**src/rtl/pico_axil_rom_bridge_pkg.sv**
```systemverilog
// Shared definitions for the AXI4-Lite to Avalon-MM ROM bridge:
// response codes, bridge FSM states and the ROM window decode helper.
package pico_axil_pkg;

  localparam logic [1:0] RESP_OKAY   = 2'b00;
  localparam logic [1:0] RESP_SLVERR = 2'b10;
  localparam logic [1:0] RESP_DECERR = 2'b11;

  typedef enum logic [1:0] {
    IDLE,
    RD_WAIT,
    RD_RESP,
    WR_RESP
  } state_t;

  // True when addr falls inside [base, base + 4*2^aw). The subtraction wraps,
  // so addresses below base become huge offsets and fail the compare.
  function automatic logic in_window(input logic [31:0] addr,
                                     input logic [31:0] base,
                                     input int unsigned aw);
    logic [32:0] offset;
    offset = {1'b0, addr - base};
    return offset < (33'd4 << aw);
  endfunction

endpackage

```
**src/rtl/pico_axil_rom_bridge_if.sv**
```systemverilog
// AXI4-Lite channel bundle between the interconnect (master) and the bridge (slave).
interface pico_axil_rom_bridge_if;

  logic [31:0] awaddr;
  logic        awvalid;
  logic        awready;
  logic [31:0] wdata;
  logic [3:0]  wstrb;
  logic        wvalid;
  logic        wready;
  logic [1:0]  bresp;
  logic        bvalid;
  logic        bready;
  logic [31:0] araddr;
  logic        arvalid;
  logic        arready;
  logic [31:0] rdata;
  logic [1:0]  rresp;
  logic        rvalid;
  logic        rready;

  modport slave (
    input  awaddr, awvalid, wdata, wstrb, wvalid, bready, araddr, arvalid, rready,
    output awready, wready, bresp, bvalid, arready, rdata, rresp, rvalid
  );

  modport master (
    output awaddr, awvalid, wdata, wstrb, wvalid, bready, araddr, arvalid, rready,
    input  awready, wready, bresp, bvalid, arready, rdata, rresp, rvalid
  );

endinterface

```
**src/rtl/pico_axil_rom_bridge.sv**
```systemverilog
// AXI4-Lite slave that serialises reads and writes into single accesses of a
// fixed 1-cycle-latency Avalon-MM ROM, one transaction in flight at a time.
module pico_axil_rom_bridge
  import pico_axil_pkg::*;
#(
  parameter logic [31:0] BASE_ADDR   = 32'h0000_0000,
  parameter int          ROM_AW      = 12,
  parameter bit          ALLOW_WRITE = 1'b0
) (
  input  logic                  clk,
  input  logic                  reset,
  pico_axil_rom_bridge_if.slave s,
  output logic [ROM_AW-1:0]     rom_address,
  output logic [3:0]            rom_byteenable,
  output logic                  rom_chipselect,
  output logic                  rom_write,
  output logic [31:0]           rom_writedata,
  output logic                  rom_debugaccess,
  output logic                  rom_clken,
  output logic                  rom_reset_req,
  input  logic [31:0]           rom_readdata
);

  state_t      state_q, state_d;
  logic [31:0] rdata_q, rdata_d;
  logic [1:0]  rresp_q, rresp_d;
  logic [1:0]  bresp_q, bresp_d;
  logic        last_wr_q, last_wr_d;   // 1 = write was served last, so a read wins a tie
  logic        rd_req, wr_req;

  assign rd_req = s.arvalid;
  assign wr_req = s.awvalid & s.wvalid;   // AW or W alone is never accepted

  assign s.rvalid = (state_q == RD_RESP);
  assign s.rdata  = rdata_q;
  assign s.rresp  = rresp_q;
  assign s.bvalid = (state_q == WR_RESP);
  assign s.bresp  = bresp_q;

  assign rom_debugaccess = rom_write;
  assign rom_clken       = 1'b1;
  assign rom_reset_req   = 1'b0;

  // State and response registers; reset drops any pending response.
  always_ff @(posedge clk) begin
    // NOTE: sequential state uses non-blocking assignments so every register
    // samples the pre-edge values regardless of statement order.
    if (reset) begin
      state_q   <= IDLE;
      rdata_q   <= '0;
      rresp_q   <= RESP_OKAY;
      bresp_q   <= RESP_OKAY;
      last_wr_q <= 1'b1;
    end else begin
      state_q   <= state_d;
      rdata_q   <= rdata_d;
      rresp_q   <= rresp_d;
      bresp_q   <= bresp_d;
      last_wr_q <= last_wr_d;
    end
  end

  // Next-state, AXI readies and ROM strobes; everything is held quiet during reset.
  always_comb begin
    // NOTE: every output gets a default first so no path through the case
    // statement leaves a signal unassigned and infers a latch.
    state_d        = state_q;
    rdata_d        = rdata_q;
    rresp_d        = rresp_q;
    bresp_d        = bresp_q;
    last_wr_d      = last_wr_q;
    s.arready      = 1'b0;
    s.awready      = 1'b0;
    s.wready       = 1'b0;
    rom_address    = '0;
    rom_byteenable = 4'h0;
    rom_chipselect = 1'b0;
    rom_write      = 1'b0;
    rom_writedata  = '0;

    if (!reset) begin
      unique case (state_q)
        IDLE: begin
          if (rd_req && (!wr_req || last_wr_q)) begin
            s.arready = 1'b1;
            last_wr_d = 1'b0;
            if (in_window(s.araddr, BASE_ADDR, ROM_AW)) begin
              rom_address    = s.araddr[ROM_AW+1:2];
              rom_byteenable = 4'hF;
              rom_chipselect = 1'b1;
              state_d        = RD_WAIT;
            end else begin
              rdata_d = '0;
              rresp_d = RESP_DECERR;
              state_d = RD_RESP;
            end
          end else if (wr_req) begin
            s.awready = 1'b1;
            s.wready  = 1'b1;
            last_wr_d = 1'b1;
            state_d   = WR_RESP;
            if (!in_window(s.awaddr, BASE_ADDR, ROM_AW)) begin
              bresp_d = RESP_DECERR;
            end else if (!ALLOW_WRITE) begin
              bresp_d = RESP_SLVERR;
            end else begin
              rom_address    = s.awaddr[ROM_AW+1:2];
              rom_byteenable = s.wstrb;
              rom_chipselect = 1'b1;
              rom_write      = 1'b1;
              rom_writedata  = s.wdata;
              bresp_d        = RESP_OKAY;
            end
          end
        end
        RD_WAIT: begin
          // ROM q is valid exactly one cycle after the address edge.
          rdata_d = rom_readdata;
          rresp_d = RESP_OKAY;
          state_d = RD_RESP;
        end
        RD_RESP: if (s.rready) state_d = IDLE;
        WR_RESP: if (s.bready) state_d = IDLE;
        default: state_d = IDLE;
      endcase
    end
  end

endmodule

```
**src/flat_wrapper.sv**
```systemverilog
// flat-port wrapper written by rule: the top's interface ports become plain ports
module pico_axil_rom_bridge_flat import pico_axil_pkg::*;
#(
  parameter logic [31:0] BASE_ADDR   = 32'h0000_0000,
  parameter int          ROM_AW      = 12,
  parameter bit          ALLOW_WRITE = 1'b0
)
  (clk, reset, rom_address, rom_byteenable, rom_chipselect, rom_write, rom_writedata, rom_debugaccess, rom_clken, rom_reset_req, rom_readdata, s_awaddr, s_awvalid, s_wdata, s_wstrb, s_wvalid, s_bready, s_araddr, s_arvalid, s_rready, s_awready, s_wready, s_bresp, s_bvalid, s_arready, s_rdata, s_rresp, s_rvalid);
  pico_axil_rom_bridge_if s_i ();
  input  logic clk;
  input  logic reset;
  output logic [ROM_AW-1:0] rom_address;
  output logic [3:0] rom_byteenable;
  output logic rom_chipselect;
  output logic rom_write;
  output logic [31:0] rom_writedata;
  output logic rom_debugaccess;
  output logic rom_clken;
  output logic rom_reset_req;
  input  logic [31:0] rom_readdata;
  input wire logic [$bits(s_i.awaddr)-1:0] s_awaddr;
  input wire logic [$bits(s_i.awvalid)-1:0] s_awvalid;
  input wire logic [$bits(s_i.wdata)-1:0] s_wdata;
  input wire logic [$bits(s_i.wstrb)-1:0] s_wstrb;
  input wire logic [$bits(s_i.wvalid)-1:0] s_wvalid;
  input wire logic [$bits(s_i.bready)-1:0] s_bready;
  input wire logic [$bits(s_i.araddr)-1:0] s_araddr;
  input wire logic [$bits(s_i.arvalid)-1:0] s_arvalid;
  input wire logic [$bits(s_i.rready)-1:0] s_rready;
  output wire logic [$bits(s_i.awready)-1:0] s_awready;
  output wire logic [$bits(s_i.wready)-1:0] s_wready;
  output wire logic [$bits(s_i.bresp)-1:0] s_bresp;
  output wire logic [$bits(s_i.bvalid)-1:0] s_bvalid;
  output wire logic [$bits(s_i.arready)-1:0] s_arready;
  output wire logic [$bits(s_i.rdata)-1:0] s_rdata;
  output wire logic [$bits(s_i.rresp)-1:0] s_rresp;
  output wire logic [$bits(s_i.rvalid)-1:0] s_rvalid;
  assign s_i.awaddr = s_awaddr;
  assign s_i.awvalid = s_awvalid;
  assign s_i.wdata = s_wdata;
  assign s_i.wstrb = s_wstrb;
  assign s_i.wvalid = s_wvalid;
  assign s_i.bready = s_bready;
  assign s_i.araddr = s_araddr;
  assign s_i.arvalid = s_arvalid;
  assign s_i.rready = s_rready;
  assign s_awready = s_i.awready;
  assign s_wready = s_i.wready;
  assign s_bresp = s_i.bresp;
  assign s_bvalid = s_i.bvalid;
  assign s_arready = s_i.arready;
  assign s_rdata = s_i.rdata;
  assign s_rresp = s_i.rresp;
  assign s_rvalid = s_i.rvalid;
  pico_axil_rom_bridge #(.BASE_ADDR(BASE_ADDR), .ROM_AW(ROM_AW), .ALLOW_WRITE(ALLOW_WRITE)) u_core (.clk(clk), .reset(reset), .s(s_i), .rom_address(rom_address), .rom_byteenable(rom_byteenable), .rom_chipselect(rom_chipselect), .rom_write(rom_write), .rom_writedata(rom_writedata), .rom_debugaccess(rom_debugaccess), .rom_clken(rom_clken), .rom_reset_req(rom_reset_req), .rom_readdata(rom_readdata));
endmodule
```
**config.mk**
```make
export PLATFORM = sky130hd
export DESIGN_NAME = pico_axil_rom_bridge_flat
export DESIGN_NICKNAME = d
export VERILOG_FILES = /design/src/rtl/pico_axil_rom_bridge_pkg.sv /design/src/rtl/pico_axil_rom_bridge_if.sv /design/src/rtl/pico_axil_rom_bridge.sv /design/src/flat_wrapper.sv
export SDC_FILE = /design/constraint.sdc
export NUM_CORES = 1
export LEC_CHECK = 0
export CORE_AREA = 2 2 90 92
export DETAILED_ROUTE_END_ITERATION = 8
export DIE_AREA = 0 0 92 94
export GPL_ROUTABILITY_DRIVEN = 1
export HOLD_SLACK_MARGIN = 0.06
export PLACE_DENSITY_LB_ADDON = 0.15
export SLEW_MARGIN = 25
export SYNTH_ARGS = -nofsm -noshare
export SYNTH_HDL_FRONTEND = slang
export SYNTH_SLANG_ARGS = --single-unit
export TNS_END_PERCENT = 5
```
**constraint.sdc**
```tcl
create_clock -name clk -period 5.2 [get_ports clk]
set_input_delay 1.04 -clock clk [delete_from_list [all_inputs] [get_ports clk]]
set_output_delay 1.04 -clock clk [all_outputs]
set_load 0.05 [all_outputs]
```
==> Yosys cells after proc, flatten, opt, wreduce, memory -nomap -nowiden <==
Cells that the tools add are included.
W data, S select, Z words.
{ "classes": {"eq_ne": 8, "n_lt_le_gt_ge": 2, "reduce_logical": 10, "n_mux": 34, "bitwise_logic": 2} }
{ "ops": {"columns": ["cell", "n"], "rows": [
  ["$lt A32 B15 Y1 const B", 2],
  ["$mux W32", 2],
  ["$pmux W32 S2", 1],
  ["$mux W12", 4],
  ["$mux W4", 4],
  ["$mux W1", 14],
  ["$mux W2", 7],
  ["$reduce_and A3 Y1", 3],
  ["$pmux W2 S4", 1],
  ["$ne A2 B2 Y1 const B", 3],
  ["$eq A2 B2 Y1 const B", 2],
  ["$pmux W2 S2", 1],
  ["$reduce_bool A2 Y1", 2],
  ["$ne A3 B1 Y1 const B", 1],
  ["$eq A2 B1 Y1 const B", 1],
  ["$logic_not A2 Y1", 1],
  ["$ne A2 B1 Y1 const B", 1],
  ["$reduce_and A2 Y1", 1],
  ["$and A1 B1 Y1", 1],
  ["$logic_and A1 B1 Y1", 1],
  ["$logic_not A1 Y1", 1],
  ["$logic_or A1 B1 Y1", 1],
  ["$not A1 Y1", 1]
]} }
{ "totals": {"reg_bits": 39, "input_bits": 139, "out_inout_bits": 94} }

==> Logic depth before layout (Yosys ltp) <==
{ "depth": {"word_depth": 7, "depth_mapped": 6, "ltp_nobuf": 4} }

==> Worst setup path before layout <==
OpenSTA, ideal clock, no wires.
{ "synth_timing": {"path_type": "input port to output port", "from": "input port s_araddr[18]", "to": "output port rom_address[10]", "arrival_time_ps": 2704, "cell_stages": 5, "setup_slack_ps": 1456, "path_cell_list": "nor4_2 -> nand3_2 -> nor4_2 -> buf_2 -> and2_1"} }
{ "synth_via": {"elab_chain_len": 5} }
{ "synth_rtl": {"columns": ["element", "line", "text"], "rows": [
  ["start, declared", "flat_wrapper.sv:27", "input wire logic [$bits(s_i.araddr)-1:0] s_araddr;"],
  ["$lt A32 B15 Y1", "pico_axil_rom_bridge_pkg.sv:23", "return offset < (33'd4 << aw);"],
  ["$mux W12", "pico_axil_rom_bridge.sv:87", "if (in_window(s.araddr, BASE_ADDR, ROM_AW)) begin"],
  ["$mux W12", "pico_axil_rom_bridge.sv:84", "if (rd_req && (!wr_req || last_wr_q)) begin"],
  ["$mux W12", "pico_axil_rom_bridge.sv:82", "unique case (state_q)"],
  ["$mux W12", "pico_axil_rom_bridge.sv:81", "if (!reset) begin"],
  ["end, declared", "flat_wrapper.sv:12", "output logic [ROM_AW-1:0] rom_address;"]
]} }
Every way passes these cells.

==> Worst setup path after layout <==
{ "layout_timing": {"from": "input port s_awvalid", "to": "output port s_wready"} }
{ "layout_via": {"elab_chain_len": 7} }
{ "layout_rtl": {"columns": ["element", "line", "text"], "rows": [
  ["start, declared", "flat_wrapper.sv:22", "input wire logic [$bits(s_i.awvalid)-1:0] s_awvalid;"],
  ["$and A1 B1 Y1 (*)", "pico_axil_rom_bridge.sv:32", "assign wr_req = s.awvalid & s.wvalid;"],
  ["$logic_not A1 Y1", "pico_axil_rom_bridge.sv:84", null],
  ["$logic_or A1 B1 Y1", "pico_axil_rom_bridge.sv:84", null],
  ["$logic_and A1 B1 Y1", "pico_axil_rom_bridge.sv:84", null],
  ["$mux W1 (*)", "pico_axil_rom_bridge.sv:84", null],
  ["$mux W1 (*)", "pico_axil_rom_bridge.sv:82", null],
  ["$mux W1 (*)", "pico_axil_rom_bridge.sv:81", null],
  ["end, declared", "flat_wrapper.sv:31", "output wire logic [$bits(s_i.wready)-1:0] s_wready;"]
]} }
Mark *: on every way between the ends. The rest lies on a longest branch, timed or not.

==> results.json <==
{
  "grt_pass1_vias": 1687,
  "cts.clk_slew.worst_paths_ns": 0.07,
  "cts_buffer_depth": 2,
  "fmaxAchievable_ghz": 0.221,
  "critical-path-slowest-cell": "clkdlybuf4s50_1",
  "tns_ns": 0,
  "synth-main-ff-cell": "dfxtp_1",
  "ir_worst_vdd_v": 0.000124,
  "syn_area_per_cell_um2": 9.75,
  "worstRegToRegCells": 5,
  "area_growth_syn_to_layout_pct": 75.8,
  "drc_errors": 0,
  "asyncSetResetFlopFracSynth_pct": 0,
  "period_share_pct": 86.9,
  "finalCriticalPeriod_ns": 4.52,
  "postCtsHoldBufs": 0,
  "ys_warn_count": 0,
  "worst_hold_path_type": "flop to flop",
  "routedLengthMet1_um": 2050,
  "grt_remaining_overflow": 0,
  "routed_wirelength_um": 5320,
  "largest_net_degree_at_the_start_of_global_routing": 33,
  "die_area_um2": 8650,
  "met2RoutedLength_um": 2590,
  "pin_count": 233,
  "syn-instance-count": 191,
  "final_cell_mix": "clkdlybuf4s50_1, dfxtp_1, conb_1, a22o_1, buf_4",
  "antenna_cells": 0,
  "count_of_cell_types_in_the_netlist": 30,
  "timing_worst_slew_pin_value_ns": 0.724,
  "synth_area_leader_cell": "dfxtp_1",
  "critical_path.cell_chain": "clkdlybuf4s50_1 -> nand2_1 -> a2111oi_1 -> and2_1 -> clkdlybuf4s50_1",
  "number_of_antenna_violations_at_the_first_check_in_global_routing": 0,
  "skew_ns": 0.00758,
  "cp.arrival_ns": 3.48,
  "routed-wl-met3_um": 627,
  "post_synth_instance_area_um2": 1860,
  "pleak_nw": 1.30,
  "result_of_the_run": "completed",
  "synth_largest_type_area_fraction_pct": 40.9,
  "unrepaired_setup_endpoints_after_global_routing": "false",
  "rows": 32,
  "gp_congestion": 0.720,
  "final-hold-violation-count": 0,
  "cts_made_buffers": 5,
  "mostFrequentLayoutCell": "clkdlybuf4s50_1",
  "timing.max_cap.violations": 0,
  "path_common_cell": "clkdlybuf4s50_1",
  "holdPathStages": 1,
  "final-setup-viol-count": 0,
  "grt_pass1_wl_um": 8280,
  "dp_hpwl_um": 4140,
  "fillerInstances": 751,
  "floorplan.initialDensity_pct": 24.5,
  "num-nets-final": 466,
  "final-max-slew-violation-count": 0,
  "root_buffer": "clkbuf_8",
  "ant_nets": 0,
  "synthTopCellsByArea": "dfxtp_1, buf_4, a22o_1",
  "route.detailed.vias_per_inst": 4.08,
  "critical-path-max-stage-delay_ns": 0.83,
  "finalPower_mw": 0.767,
  "cts.htree.levels": 2,
  "synth_enable_flop_cells": 0,
  "drive_gt1_share_pct": 9.45,
  "ys_seq_elements": 38,
  "synth-seq-area-share_pct": 40.9,
  "io_buffer_count": 144,
  "power_per_cell_area_nw_per_um2": 234,
  "die_h_um": 94,
  "clk_latency_ns": 0.29,
  "footprint_of_the_multi_input_gates_um2": 833,
  "criticalPathCategory": "input pin to primary output",
  "coreArea_um2": 7610,
  "drt_pass1_iterations": 4,
  "worst_rel_slew_slack_pct": 51.6,
  "worst_ep_required_time_ns": 4.16,
  "timing.critical_path.to_type": "primary output",
  "area_used_by_sequential_logic_in_the_layout_um2": 761,
  "grt_usage_pct": 11.9,
  "routed.top_layer": "met4",
  "number_of_vias_in_the_routed_layout": 1756,
  "timing.critical_path.from_type": "input pin",
  "postCtsSetupRepairBufs": 0,
  "die_x_um": 92,
  "timing.critical_path.fanout_max": 4,
  "numClockSinks": 38,
  "dr.first_iter.drc_count": 47,
  "tritoncts": "built",
  "cts_repair_resize_count": 0,
  "wl_per_cell_um": 12.4
}
==> synthesized netlist by cell type, types with 2 or more instances <==
master	number
nand2_1	2
buf_2	2
buf_4	42
and2_1	14
nor4_2	2
nor4_1	6
and3_1	2
a22o_1	33
clkbuf_1	6
inv_1	4
a211oi_1	3
o21ai_0	3
buf_6	3
nor2_1	10
a21oi_1	5
conb_1	2
dfxtp_1	38
or4_1	2
==> layer usage <==
layer | vias to the layer above | GRT usage, %
met3 | 7 | 4.98
met5 | - | 0
met1 | 767 | 14.0
met4 | 0 | 3.73
met2 | 108 | 19.7
li1 | 874 | -
==> cells by family after synthesis <==
logic type / after synthesis / share of synthesized area (%)
buffers and inverters: 57 / 21.3
AO/OA/AOI/OAI: 49 / 22.0
AND/OR/NAND/NOR: 45 / 15.4
flip-flops: 38 / 40.9
other: 2 / 0.403
==> final cells by class <==
class	count	share of cell area [%]
clock buffers	6	2.52
flip-flops and latches	38	23.2
inverters	4	0.459
clock inverters	2	0.382
repair buffers	148	44.0
well taps	102	3.90
multi-input cells	130	25.5
==> worst max-delay path, delay by kind of cell <==
family | cells | cell delay (ns)
buffers and inverters | 2 | 1.36
and+or+nand+nor | 2 | 0.39
AOI/OAI and AO/OA | 1 | 0.69
==> stage by stage <==
| stage | area (um^2) | hold WS (ns) | cells | util (%) | setup WS, ns |
|---|---|---|---|---|---|
| after floorplan | 1990 | 0.531 | 225 | - | 1.46 |
| final | 3270 | 0.479 | 430 | 43.0 | 0.684 |
| after CTS | 3270 | 0.485 | 430 | 43.0 | 0.676 |
| after detailed placement | 3180 | 0.463 | 422 | 41.8 | 0.698 |
| after global routing | 3270 | 0.499 | 430 | 43.0 | 0.465 |
| after global placement | 3180 | 0.454 | 422 | 41.8 | 0.701 |
==> registers in the layout, indices dropped and copies added, names as in the netlist <==
register / count
u_core.last_wr_q: 1
u_core.state_q: 2
u_core.s.rdata: 32
u_core.s.bresp: 2
u_core.s.rresp: 1
==> path summary, 6_finish.rpt <==
check	startpoint	endpoint	slack (ns)
max reg2reg	u_core.state_q[0]$_SDFFE_PP0P_	u_core.s.rdata[0]$_SDFFE_PP0P_	3.27
max	s_awvalid	s_wready	0.68
min	u_core.s.rdata[30]$_SDFFE_PP0P_	u_core.s.rdata[30]$_SDFFE_PP0P_	0.48
min reg2reg	u_core.s.rdata[30]$_SDFFE_PP0P_	u_core.s.rdata[30]$_SDFFE_PP0P_	0.48
==> report_power, final <==
group          internal [mW]  total, mW  switching [mW]
Combinational         0.0939      0.236           0.142
Clock                  0.107      0.217           0.110
Sequential             0.303      0.314          0.0112
Total                  0.504      0.767           0.264
Power figures use the tool's default switching activity.
